**src/rtl/mem_dma_ctrl.sv**
```systemverilog
// Block-transfer initiator for the data memory: copy or fill one word per cycle,
// using a single stage register between the read port and the write port.
module mem_dma_ctrl #(
   parameter int ADDR_WIDTH = 6,
   parameter int DATA_WIDTH = 16
) (
   input  logic                  clk,
   input  logic                  reset,
   input  logic                  start,
   input  logic                  mode,
   input  logic [ADDR_WIDTH-1:0] src_addr,
   input  logic [ADDR_WIDTH-1:0] dst_addr,
   input  logic [ADDR_WIDTH:0]   length,
   input  logic [DATA_WIDTH-1:0] fill_value,
   input  logic                  abort,
   output logic                  busy,
   output logic                  done,
   output logic                  error,
   output logic [ADDR_WIDTH:0]   xfer_count,
   output logic [ADDR_WIDTH-1:0] mem_read_address,
   output logic                  mem_read_enable,
   output logic [ADDR_WIDTH-1:0] mem_write_address,
   output logic                  mem_write_enable,
   output logic [DATA_WIDTH-1:0] mem_data_in,
   input  logic [DATA_WIDTH-1:0] mem_data_out
);
   typedef enum logic [1:0] {S_IDLE, S_RUN, S_LAST, S_DONE} state_t;

   localparam logic [ADDR_WIDTH:0]   DEPTH   = {1'b1, {ADDR_WIDTH{1'b0}}};
   localparam logic [ADDR_WIDTH:0]   LEN_ONE = 1;
   localparam logic [ADDR_WIDTH-1:0] A_ONE   = 1;

   state_t                r_state;
   logic                  r_mode;
   logic                  r_desc;
   logic [DATA_WIDTH-1:0] r_fill;
   logic [ADDR_WIDTH:0]   r_rd_left;
   logic [ADDR_WIDTH-1:0] r_dst_ptr;
   logic [DATA_WIDTH-1:0] r_stage;
   logic                  r_we;
   logic                  r_rd_en;
   logic [ADDR_WIDTH-1:0] r_rd_addr;
   logic [ADDR_WIDTH-1:0] r_wr_addr;
   logic                  r_busy;
   logic                  r_done;
   logic                  r_error;
   logic [ADDR_WIDTH:0]   r_xfer_count;

   logic [ADDR_WIDTH:0]   w_src_end;
   logic [ADDR_WIDTH:0]   w_dst_end;
   logic                  w_req_ok;
   logic                  w_desc;
   logic [ADDR_WIDTH-1:0] w_len_m1;
   logic [ADDR_WIDTH-1:0] w_src_first;
   logic [ADDR_WIDTH-1:0] w_dst_first;
   logic [ADDR_WIDTH-1:0] w_rd_next;
   logic [ADDR_WIDTH-1:0] w_dst_next;

   // NOTE: every output of this block is assigned on every path, so no latch can form.
   always_comb begin
      // One extra bit keeps base+length from wrapping before the bound compare.
      w_src_end   = {1'b0, src_addr} + length;
      w_dst_end   = {1'b0, dst_addr} + length;
      w_req_ok    = (w_dst_end <= DEPTH) && (mode || (w_src_end <= DEPTH));
      w_desc      = !mode && (dst_addr > src_addr);
      w_len_m1    = length[ADDR_WIDTH-1:0] - A_ONE;
      w_src_first = w_desc ? src_addr + w_len_m1 : src_addr;
      w_dst_first = w_desc ? dst_addr + w_len_m1 : dst_addr;
      w_rd_next   = r_desc ? r_rd_addr - A_ONE : r_rd_addr + A_ONE;
      w_dst_next  = r_desc ? r_dst_ptr - A_ONE : r_dst_ptr + A_ONE;
   end

   // NOTE: non-blocking assignments so every register sees pre-edge values of the others.
   always_ff @(posedge clk) begin
      if (reset) begin
         r_state      <= S_IDLE;
         r_mode       <= 1'b0;
         r_desc       <= 1'b0;
         r_fill       <= '0;
         r_rd_left    <= '0;
         r_dst_ptr    <= '0;
         r_stage      <= '0;
         r_we         <= 1'b0;
         r_rd_en      <= 1'b0;
         r_rd_addr    <= '0;
         r_wr_addr    <= '0;
         r_busy       <= 1'b0;
         r_done       <= 1'b0;
         r_error      <= 1'b0;
         r_xfer_count <= '0;
      end else begin
         r_done  <= 1'b0;
         r_error <= 1'b0;
         if (r_we) r_xfer_count <= r_xfer_count + LEN_ONE;
         case (r_state)
            S_IDLE: begin
               if (start) begin
                  if (!w_req_ok) begin
                     r_error <= 1'b1;
                  end else begin
                     r_mode       <= mode;
                     r_desc       <= w_desc;
                     r_fill       <= fill_value;
                     r_rd_left    <= length;
                     r_dst_ptr    <= w_dst_first;
                     r_xfer_count <= '0;
                     if (length == '0) begin
                        r_state <= S_DONE;
                        r_done  <= 1'b1;
                     end else begin
                        r_state <= S_RUN;
                        r_busy  <= 1'b1;
                        if (!mode) begin
                           r_rd_en   <= 1'b1;
                           r_rd_addr <= w_src_first;
                        end
                     end
                  end
               end
            end
            S_RUN: begin
               if (abort) begin
                  r_state <= S_IDLE;
                  r_busy  <= 1'b0;
                  r_rd_en <= 1'b0;
                  r_we    <= 1'b0;
               end else begin
                  // The word read now is written next cycle at the matching destination.
                  r_stage   <= r_mode ? r_fill : mem_data_out;
                  r_we      <= 1'b1;
                  r_wr_addr <= r_dst_ptr;
                  r_dst_ptr <= w_dst_next;
                  r_rd_left <= r_rd_left - LEN_ONE;
                  if (r_rd_left == LEN_ONE) begin
                     r_state <= S_LAST;
                     r_rd_en <= 1'b0;
                  end else if (!r_mode) begin
                     r_rd_addr <= w_rd_next;
                  end
               end
            end
            S_LAST: begin
               r_we    <= 1'b0;
               r_busy  <= 1'b0;
               r_state <= abort ? S_IDLE : S_DONE;
               r_done  <= !abort;
            end
            default: r_state <= S_IDLE;
         endcase
      end
   end

   assign busy              = r_busy;
   assign done              = r_done;
   assign error             = r_error;
   assign xfer_count        = r_xfer_count;
   assign mem_read_address  = r_rd_addr;
   assign mem_read_enable   = r_rd_en;
   assign mem_write_address = r_wr_addr;
   assign mem_write_enable  = r_we;
   assign mem_data_in       = r_stage;

endmodule
```
**config.mk**
```make
export PLATFORM = sky130hd
export DESIGN_NAME = mem_dma_ctrl
export DESIGN_NICKNAME = d
export VERILOG_FILES = /design/src/rtl/mem_dma_ctrl.sv
export SDC_FILE = /design/constraint.sdc
export NUM_CORES = 1
export LEC_CHECK = 0
export ABC_CLOCK_PERIOD_IN_PS = 3600
export CAP_MARGIN = 25
export CORE_MARGIN = 2
export CORE_UTILIZATION = 53
export DETAILED_ROUTE_END_ITERATION = 10
export PLACE_DENSITY = 0.88
export SYNTH_ARGS = -nofsm -noshare
export SYNTH_HDL_FRONTEND = slang
export SYNTH_SLANG_ARGS = --single-unit
```
**constraint.sdc**
```tcl
create_clock -name clk -period 3.6 [get_ports clk]
set_input_delay 1.08 -clock clk [delete_from_list [all_inputs] [get_ports clk]]
set_output_delay 1.08 -clock clk [all_outputs]
set_load 0.03 [all_outputs]
```
==> flow_summary_export.csv, run 1 <==
group,metric,value,unit
run_status,status,"completed",
sta,slew_viol_final,0,
routing,routed_wl,14.1,mm
routing,route.vias.total,4871,
logic_synthesis,ys_ff_latch,73,
grt,grt_pass1_wl,22.3,mm
routing,ant_nets,0,
worst_setup_path,r2r_slack,1310,ps
floorplan,die_w,100,µm
final_layout,diodes,0,
sta,setup_viol,0,
logic_synthesis,synth_cells,571,
logic_synthesis,ys.flop_type,"dfxtp_1",
clock_tree,clockBufferDepth,2,
grt,track_usage,27.7,%
clock_tree,cts_max_level,3,
place,dp_slack,-465,ps
routing,drt_iter0_drc,356,
routing,dr.pass1.iters,5,
worst_setup_path,cp.arrival,3800,ps
clock_tree,cts_buffers,9,
sta,slew_headroom,66.1,%
logic_synthesis,synth_edf_count,0,
clock_tree,cts_tree,"built",
worst_setup_path,path_max_fanout,6,
grt,grt_max_degree,58,
worst_setup_path,path_cells,"clkdlybuf4s50_1, ha_1, or3b_1, and4_1, o21ai_2, o211ai_2, nand4_1, buf_6, buf_4, mux2_1, nor2_1",
place,hpwl,10.4,mm
sta,tightest_slew,505,ps
worst_hold_path,hold_class,"flip-flop to flip-flop",
worst_setup_path,crit_buf_inv,3,
logic_synthesis,synthDistinctLibCells,64,
worst_setup_path,worstSetupEndpointType,"flip-flop",
logic_synthesis,syn_area,0.00493,mm²
logic_synthesis,synth.avg_cell_area,8.64,µm²
sta,setup_ws,95.3,ps
clock_tree,clock-root-buffer,"clkbuf_8",
power,max-vdd-ir-drop,0.278,mV
worst_setup_path,worst_r2r_path_depth,9,
sta,rsz0062_at_grt,"no",
clock_tree,clkSinkCount,73,
sta,tns,0,ps
routing,post_drt_wl_per_cell,16.9,µm
final_layout,drive_gt1_share,16.0,%
floorplan,ioPinCount,96,
floorplan,fp-row-count,35,
logic_synthesis,yosys_warnings,0,
worst_setup_path,worst-endpoint-required,3890,ps
job,maxCapViolations,0,
clock_tree,clk_latency,360,ps
grt,grt_pass1_vias,4796,
logic_synthesis,synthArstFlopShare,0,%
logic_synthesis,syn_nets,677,
worst_hold_path,hold_end,"mem_write_address[4]$_SDFFE_PP0P_",
final_layout,layout.nets,825,
routing,drc,0,
sta,period_share,97.4,%
sta,layout_min_cycle_time,3500,ps
grt,grt_overflow,0,
worst_hold_path,hold_start,"mem_write_address[4]$_SDFFE_PP0P_",
worst_setup_path,slowest_stage,"clkdlybuf4s50_1",
worst_setup_path,critical_path.startpoint_type,"primary input",
grt,grt_antenna_before_repair,0,
sta,max_freq,0.285,GHz
power,power.leakage,2.93,nW
worst_setup_path,timing.rr.start,"r_state[0]$_SDFFE_PP0P_",
routing,vias_per_cell,5.83,
place,place.gp.congestion,0.911,
floorplan,initial_core_util,53.9,%
place,numPortBuffers,95,
power,powerDensity,420,mW/mm²
worst_setup_path,rr_endpoint,"mem_read_address[1]$_SDFFE_PP0P_",
final_layout,final_common_cell,"clkdlybuf4s50_1",
worst_setup_path,worstSetupPathType,"primary input to flip-flop",
floorplan,fp.dieH,100,µm
floorplan,dieArea,0.0101,mm²
clock_tree,clkTransAtPathRegs,80,ps
sta,skew,11.6,ps
final_layout,most-common-layout-cells,"clkdlybuf4s50_1, dfxtp_1, nor2_1",
floorplan,core-area,0.00915,mm²
logic_synthesis,ys_seq_area_share,29.6,%
worst_setup_path,slowest_delay,530,ps
worst_hold_path,min_path_cells,2,
worst_setup_path,cp_top_family,"simple AND/OR/NAND/NOR gates",
sta,hold_viol,0,
sta,holdWs,474,ps
final_layout,area_growth,36.5,%
stage by stage:
stage	std cells	total power (W)	area [µm²]	util, %
final	835	0.00283	6730	73.6
after global routing	835	0.00298	6730	73.6
after CTS	831	0.00278	6600	72.1
after detailed placement	815	0.00210	6370	69.7
after global placement	815	0.00205	6370	69.7
after floorplan	571	0.00168	4930	-
registers in the layout (all words and copies together), names as in the netlist, 2 cells and up:
name	cells
xfer_count	7
mem_data_in	16
r_state	2
mem_read_address	6
r_fill	16
mem_write_address	6
r_rd_left	7
r_dst_ptr	6
synth_stat cells, types with 8 or more instances:
master / instances / area (µm²)
dfxtp_1: 73 / 1460
nor2_1: 73 / 274
mux2i_1: 47 / 470
ha_1: 44 / 551
a21oi_1: 42 / 210
inv_1: 34 / 128
nand2_1: 33 / 124
a211oi_1: 27 / 203
o21ai_0: 23 / 115
clkbuf_1: 17 / 63.8
xnor2_1: 14 / 123
xor2_1: 13 / 114
a21o_1: 12 / 90.1
nand3_1: 9 / 45.0
nor3_1: 8 / 40.0
cell families (layout without fill, tap and decap cells):
group	after synthesis	in the layout	share of synthesized area (%)
XOR/XNOR	27	27	4.79
AND/OR/NAND/NOR	167	167	16.4
adder cells (fa/ha/maj)	50	50	13.6
buffers and inverters	60	213	5.12
multiplexers	52	52	10.7
flip-flops	73	73	29.6
AO/OA/AOI/OAI	142	142	19.8
layer usage:
| layer | wire length, µm | global-route usage (%) |
|---|---|---|
| met5 | 0 | 0 |
| met2 | 6930 | 48.9 |
| met1 | 5870 | 33.8 |
| met4 | 408 | 9.80 |
| met3 | 870 | 4.85 |
tightest hold or removal path, stage by stage (launching register included):
cell and delay, ps:
dfxtp_1 320, nand2_1 50, a21oi_1 50
how the worst max path moves through the flow:
stage	from	to	slack, ps	cells past startpoint
2_1_floorplan	src_addr[0]	mem_read_address[1]$_SDFFE_PP0P_	320	9
3_3_place_gp	length[0]	mem_read_address[0]$_SDFFE_PP0P_	-340	11
3_5_place_dp	length[0]	xfer_count[5]$_SDFF_PP0_	-470	12
4_1_cts	length[0]	mem_read_address[1]$_SDFFE_PP0P_	10	11
5_1_grt	src_addr[1]	mem_read_address[1]$_SDFFE_PP0P_	8	11
6_report	length[5]	r_desc$_SDFFE_PP0P_	100	11
timing repair:
item                       CTS  global route
hold buffers                 0             0
gates cloned                 0             1
resized for setup            5            18
setup endpoints to repair   29            43
pin swaps                    3             6
setup buffers                0             2
where the power goes:
group | internal (W) | total [W] | switching (W)
logic | 0.000535 | 0.00117 | 0.000639
clock network | 0.000334 | 0.000678 | 0.000344
registers | 0.000897 | 0.000975 | 0.0000783
cell type report:
cell class                 count  area (µm²)
fill                         620        2420
timing repair buffer         163        1510
multi-input combinational    438        3290
sequential                    73        1460
tap                          111         139
clock buffer                   9         124
inverter                      34         128
clock inverter                 7        85.1
No activity file was read; power rests on OpenSTA's default activity.
==> run 2: changes to the inputs <==
Settings changed: RECOVER_POWER set to 25.
==> run 2 against run 1 <==
Effect of this change:
- the run now ends with capacitance limit, slew limit left
- worst hold slack hardly changed
- clock power barely moved
- design area about the same
- sequential power about the same
- routed wire length shrank 0.23%
- utilization fell by 0.068 points
- clock skew grew 1.2 ps
- largest power group unchanged
- highest routed layer unchanged
==> flow_summary_export.csv, run 2 (synthesis results as in run 1) <==
group,metric,value,unit
final_layout,layout.nets,825,
sta,slew_headroom,-5.84,%
final_layout,drive_gt1_share,15.7,%
sta,period_share,97.3,%
worst_setup_path,cp.arrival,3800,ps
clock_tree,clockBufferDepth,2,
worst_setup_path,rr_endpoint,"mem_data_in[14]$_SDFFE_PP0P_",
floorplan,die_w,100,µm
worst_setup_path,worst_r2r_path_depth,8,
worst_hold_path,hold_end,"mem_write_address[4]$_SDFFE_PP0P_",
clock_tree,cts_max_level,3,
final_layout,most-common-layout-cells,"clkdlybuf4s50_1, dfxtp_1, nor2_1",
grt,grt_max_degree,58,
floorplan,core-area,0.00915,mm²
worst_setup_path,slowest_stage,"clkdlybuf4s50_1",
job,maxCapViolations,1,
floorplan,initial_core_util,53.9,%
power,max-vdd-ir-drop,0.275,mV
clock_tree,clock-root-buffer,"clkbuf_8",
final_layout,utilization,73.5,%
sta,layout_min_cycle_time,3500,ps
grt,track_usage,27.7,%
final_layout,area_growth,36.4,%
routing,post_drt_wl_per_cell,16.8,µm
sta,hold_viol,0,
worst_setup_path,r2r_slack,490,ps
floorplan,ioPinCount,96,
worst_hold_path,min_path_cells,2,
place,numPortBuffers,95,
worst_hold_path,hold_class,"flip-flop to flip-flop",
place,place.gp.congestion,0.911,
grt,grt_antenna_before_repair,0,
worst_setup_path,path_cells,"clkdlybuf4s50_1, ha_1, or3b_1, and4_1, o21ai_2, o211ai_2, nand4_1, buf_6, buf_4, mux2_1, nor2_1",
worst_setup_path,slowest_delay,530,ps
power,power,0.00283,W
power,powerDensity,420,mW/mm²
sta,tightest_slew,1590,ps
clock_tree,cts_tree,"built",
routing,vias_per_cell,5.83,
run_status,violations,"capacitance limit, slew limit",
sta,setup_ws,95.8,ps
run_status,status,"finished, violations left",
sta,slew_viol_final,39,
worst_setup_path,worstSetupEndpointType,"flip-flop",
grt,grt_pass1_wl,22.3,mm
clock_tree,clkSinkCount,73,
floorplan,fp.dieH,100,µm
routing,drc,0,
routing,route.vias.total,4866,
power,power.leakage,2.94,nW
worst_setup_path,path_max_fanout,6,
clock_tree,cts_buffers,9,
final_layout,diodes,0,
worst_hold_path,hold_start,"mem_write_address[4]$_SDFFE_PP0P_",
worst_setup_path,crit_buf_inv,3,
grt,grt_overflow,0,
final_layout,final_common_cell,"clkdlybuf4s50_1",
sta,rsz0062_at_grt,"no",
worst_setup_path,worstSetupPathType,"primary input to flip-flop",
routing,drt_iter0_drc,367,
worst_setup_path,cp_top_family,"simple AND/OR/NAND/NOR gates",
worst_setup_path,critical_path.startpoint_type,"primary input",
clock_tree,clk_latency,360,ps
routing,ant_nets,0,
worst_setup_path,timing.rr.start,"r_state[1]$_SDFFE_PP0P_",
place,hpwl,10.4,mm
sta,max_freq,0.285,GHz
worst_setup_path,worst-endpoint-required,3890,ps
routing,dr.pass1.iters,5,
grt,grt_pass1_vias,4796,
clock_tree,cts_hold_buf,0,
clock_tree,clkTransAtPathRegs,80,ps
sta,skew,12.8,ps
floorplan,fp-row-count,35,
sta,setup_viol,0,
place,dp_slack,-465,ps
floorplan,dieArea,0.0101,mm²
routing,routed_wl,14.1,mm
final_layout,fin_cells,835,
place,placed_cells,815,
## run 2: cell count changes in the layout (fill, tap and decap cells not counted), sizes merged
cell / before / now
buf: 68 / 67
clkbuf: 10 / 11
clkdlybuf4s50: 91 / 86
dlygate4sd3: 0 / 5
## run 2: per-stage QoR
| stage | setup TNS (ps) | hold slack [ps] | instance area [µm²] |
|---|---|---|---|
| after floorplan | 0 | 442 | 4930 |
| after global placement | -12940 | 444 | 6370 |
| after detailed placement | -16990 | 458 | 6370 |
| after CTS | 0 | 475 | 6600 |
| after global routing | 0 | 493 | 6730 |
| final | 0 | 474 | 6730 |
## run 2: what timing repair did
item,in CTS,in global routing
endpoints found under the hold margin,0,0
pin swaps,3,6
buffers inserted,0,2
setup endpoints to repair,29,43
cloned,0,1
resized for setup,5,18
## run 2: power breakdown
part	internal [W]	leakage [nW]	switching, W	total (W)
Clock	0.000334	0.100	0.000345	0.000680
Sequential	0.000897	0.593	0.0000775	0.000974
Combinational	0.000533	2.25	0.000639	0.00117
## run 2: area by class of cell
class                   count  area, µm²
clock buffers               9        124
clock inverters             7       85.1
fillers                   623       2430
inverters                  34        128
multi-input cells         438       3280
flip-flops and latches     73       1460
well taps                 111        139
repair buffers            163       1510
## run 2: metal layers
metal	routed length, µm	track usage (%)	vias to the layer above
met5	0	0	-
met4	389	9.80	0
met3	863	4.85	34
met2	6960	48.9	196
met1	5840	33.8	2287
li1	-	-	2349
## run 2: how the worst max path moves through the flow
stage               slack [ps]         from                                to  depth (start not counted)
floorplan                  320  src_addr[0]  mem_read_address[1]$_SDFFE_PP0P_                          9
global placement          -340    length[0]  mem_read_address[0]$_SDFFE_PP0P_                         11
detailed placement        -470    length[0]          xfer_count[5]$_SDFF_PP0_                         12
CTS                         10    length[0]  mem_read_address[1]$_SDFFE_PP0P_                         11
global route                 8  src_addr[1]  mem_read_address[1]$_SDFFE_PP0P_                         11
finish                     100    length[5]               r_desc$_SDFFE_PP0P_                         11
## run 2: worst reg2reg max path: stages (launching register included)
cell	delay (ps)
dfxtp_1	340
inv_1	100
ha_1	140
buf_4	320
inv_1	300
nor2_1	200
clkbuf_1	1170
nor2_1	150
a211oi_1	300
==> run 3: changes to the inputs <==
Settings changed: ABC_AREA set to 1, CORE_UTILIZATION 53 to 45, PLACE_DENSITY 0.88 to 0.78, SLEW_MARGIN set to 20.
==> run 3 against run 2 <==
Effect of this change:
- the flow now finishes without violations
- synthesized area rose by 1.9%
- worst hold slack lost 12 ps
- combinational power increased by 99%
- maximum frequency up 6.7%
- flip-flop and latch count stayed put
==> flow_summary_export.csv, run 3 <==
group,metric,value,unit
run_status,status,"completed",
floorplan,fp-row-count,38,
logic_synthesis,syn_area,0.00502,mm²
sta,period_share,91.2,%
final_layout,utilization,59.9,%
sta,tightest_slew,746,ps
place,hpwl,9.91,mm
clock_tree,cts_hold_buf,0,
floorplan,ioPinCount,96,
sta,layout_min_cycle_time,3280,ps
logic_synthesis,yosys-top-cells-count,"nand2_1, nor2_1, inv_1, dfxtp_1, o21ai_0",
sta,rsz0062_at_grt,"no",
clock_tree,cts_max_level,3,
logic_synthesis,synth_edf_count,0,
clock_tree,post_cts_resized,0,
final_layout,area_growth,29.9,%
sta,setup_viol,0,
routing,dr.pass1.iters,5,
place,numPortBuffers,95,
sta,skew,7.74,ps
logic_synthesis,synth_compound_area_share,15.2,%
power,power_frac_comb,54.6,%
final_layout,fill_cells,993,
power,p_sw,0.00191,W
place,place.gp.congestion,0.853,
routing,routed_wl,13.2,mm
routing,vias_per_cell,4.99,
logic_synthesis,yosys_warnings,0,
grt,grt_pass1_vias,4702,
power,powerDensity,654,mW/mm²
logic_synthesis,yosysMostFrequentCell,"nand2_1",
final_layout,drive_gt1_share,7.09,%
logic_synthesis,synthArstFlopShare,0,%
sta,max_freq,0.305,GHz
worst_setup_path,crit_end,"r_fill[15]$_SDFFE_PP0P_",
logic_synthesis,synthXorXnorAreaFrac,3.49,%
logic_synthesis,synth_cells,752,
sta,slew_headroom,50.3,%
logic_synthesis,synthSimpleGateAreaFrac,30.2,%
power,power.internal,0.00236,W
final_layout,layout.nets,975,
logic_synthesis,synthTopCellsByArea,"dfxtp_1, nand2_1, ha_1",
final_layout,most-common-layout-cells,"nand2_1, nor2_1, clkdlybuf4s50_1",
worst_setup_path,worstSetupEndpointType,"flip-flop",
power,power.leakage,3.12,nW
logic_synthesis,synth.avg_cell_area,6.68,µm²
sta,holdWs,462,ps
routing,post_drt_wl_per_cell,13.0,µm
clock_tree,clkTransAtPathRegs,80,ps
logic_synthesis,yosys.area_share.adder,13.3,%
clock_tree,clkSinkCount,73,
worst_hold_path,hold_class,"flip-flop to flip-flop",
clock_tree,postCtsSetupRepairBufs,0,
worst_setup_path,r2r_slack,1130,ps
floorplan,initial_core_util,46.1,%
worst_setup_path,worst_r2r_path_depth,12,
logic_synthesis,ys_ff_latch,73,
grt,track_usage,23.2,%
logic_synthesis,synthDistinctLibCells,38,
worst_hold_path,min_path_cells,2,
sta,hold_viol,0,
clock_tree,cts_tree,"built",
power,max-vdd-ir-drop,0.462,mV
floorplan,die_w,110,µm
logic_synthesis,synth_top_family_by_area,"simple AND/OR/NAND/NOR gates",
worst_setup_path,worstSetupPathType,"primary input to flip-flop",
final_layout,final_common_cell,"nand2_1",
worst_setup_path,cp.arrival,3530,ps
clock_tree,cts_buffers,9,
logic_synthesis,syn_nets,858,
routing,drt_iter0_drc,393,
grt,grt_antenna_before_repair,0,
routing,ant_nets,0,
clock_tree,clk_latency,360,ps
logic_synthesis,synth_area_leader_cell,"dfxtp_1",
routing,drc,0,
power,swShare,44.7,%
grt,grt_overflow,0,
floorplan,fp.dieH,110,µm
grt,grt_pass1_wl,22.1,mm
worst_setup_path,rr_endpoint,"r_dst_ptr[3]$_SDFFE_PP0P_",
sta,slew_viol_final,0,
logic_synthesis,synthMuxAreaShare,0,%
worst_setup_path,setup.worst_path.start,"length[0]",
worst_setup_path,timing.rr.start,"r_state[1]$_SDFFE_PP0P_",
clock_tree,clock-root-buffer,"clkbuf_8",
floorplan,core-area,0.0109,mm²
power,pwr-share-seq,28.6,%
worst_setup_path,critical_path.startpoint_type,"primary input",
logic_synthesis,ys.flop_type,"dfxtp_1",
clock_tree,clockBufferDepth,2,
logic_synthesis,synth.top_cell.area_share,29.1,%
floorplan,dieArea,0.0120,mm²
grt,grt_max_degree,35,
job,maxCapViolations,0,
logic_synthesis,ys_seq_area_share,29.1,%
worst_setup_path,path_max_fanout,16,
worst_setup_path,worst-endpoint-required,3850,ps
final_layout,diodes,0,
power,clkPwrFrac,16.8,%
routing,route.vias.total,5059,
## run 3: cell count changes in the layout (fill, tap and decap cells not counted), sizes merged, moves of 7 or more
cell	change
a211oi	-29
a21o	-12
a21oi	+23
buf	-36
inv	+48
mux2i	-47
nand2	+132
nand3	+38
nand4	+13
nor2	+41
o21ai	+47
xnor2	-7
## run 3: final cells by class
class | instances | area (µm²) | share of cell area (%)
timing repair buffer | 129 | 1220 | 18.7
multi-input combinational | 570 | 3120 | 47.9
clock inverter | 6 | 91.3 | 1.40
clock buffer | 10 | 128 | 1.96
sequential | 73 | 1460 | 22.4
tap | 140 | 175 | 2.69
inverter | 86 | 323 | 4.95
## run 3: how the worst min path moves through the flow
stage,start,end
3_3_place_gp,r_fill[15]$_SDFFE_PP0P_,mem_data_in[15]$_SDFFE_PP0P_
6_report,r_fill[15]$_SDFFE_PP0P_,mem_data_in[15]$_SDFFE_PP0P_
4_1_cts,r_fill[15]$_SDFFE_PP0P_,mem_data_in[15]$_SDFFE_PP0P_
2_1_floorplan,r_fill[15]$_SDFFE_PP0P_,mem_data_in[15]$_SDFFE_PP0P_
5_1_grt,r_fill[2]$_SDFFE_PP0P_,mem_data_in[2]$_SDFFE_PP0P_
3_5_place_dp,r_fill[14]$_SDFFE_PP0P_,mem_data_in[14]$_SDFFE_PP0P_
## run 3: power groups by stage
stage          logic, W  clock network (W)  registers, W
2_1_floorplan   0.00142                  0       0.00141
3_3_place_gp    0.00227                  0       0.00123
3_5_place_dp    0.00231                  0       0.00123
4_1_cts         0.00233           0.000728       0.00122
5_1_grt         0.00263           0.000765       0.00125
6_report        0.00233           0.000717       0.00122
## run 3: cells by family after synthesis
group           count (synthesis)
simple gates                  355
fa+ha+maj                      50
buf+inv                       109
flops                          73
xor+xnor                       20
compound gates                145
## run 3: worst max-delay path: stages
cell and delay (ps):
clkdlybuf4s50_1 470, ha_1 240, fa_1 450, nor2_1 110
nor2_1 50, nor2_1 70, nand3_1 80, nor2_1 90
nand2_1 70, nand2_2 110, nand3_4 130, inv_2 100
nand2_2 90, buf_12 190, nor2_1 120, nor2_1 60
## run 3: through the flow
step | worst slack [ps] | total power, W | instance area [µm²] | TNS [ps] | instances
after global placement | 5.66 | 0.00351 | 6310 | 0 | 998
after CTS | 300 | 0.00427 | 6530 | 0 | 1014
after floorplan | 651 | 0.00283 | 5020 | 0 | 752
after global routing | 93.8 | 0.00465 | 6520 | 0 | 1014
final | 317 | 0.00427 | 6520 | 0 | 1014
after detailed placement | -37.4 | 0.00354 | 6310 | -583 | 998
## run 3: routing by layer
metal  up-vias  routed length, µm  track usage [%]
met5         -                  0                0
met4         0                161             5.24
met3        13                530             4.98
met2       101               6100             37.3
met1      2260               6360             31.8
li1       2685                  -                -
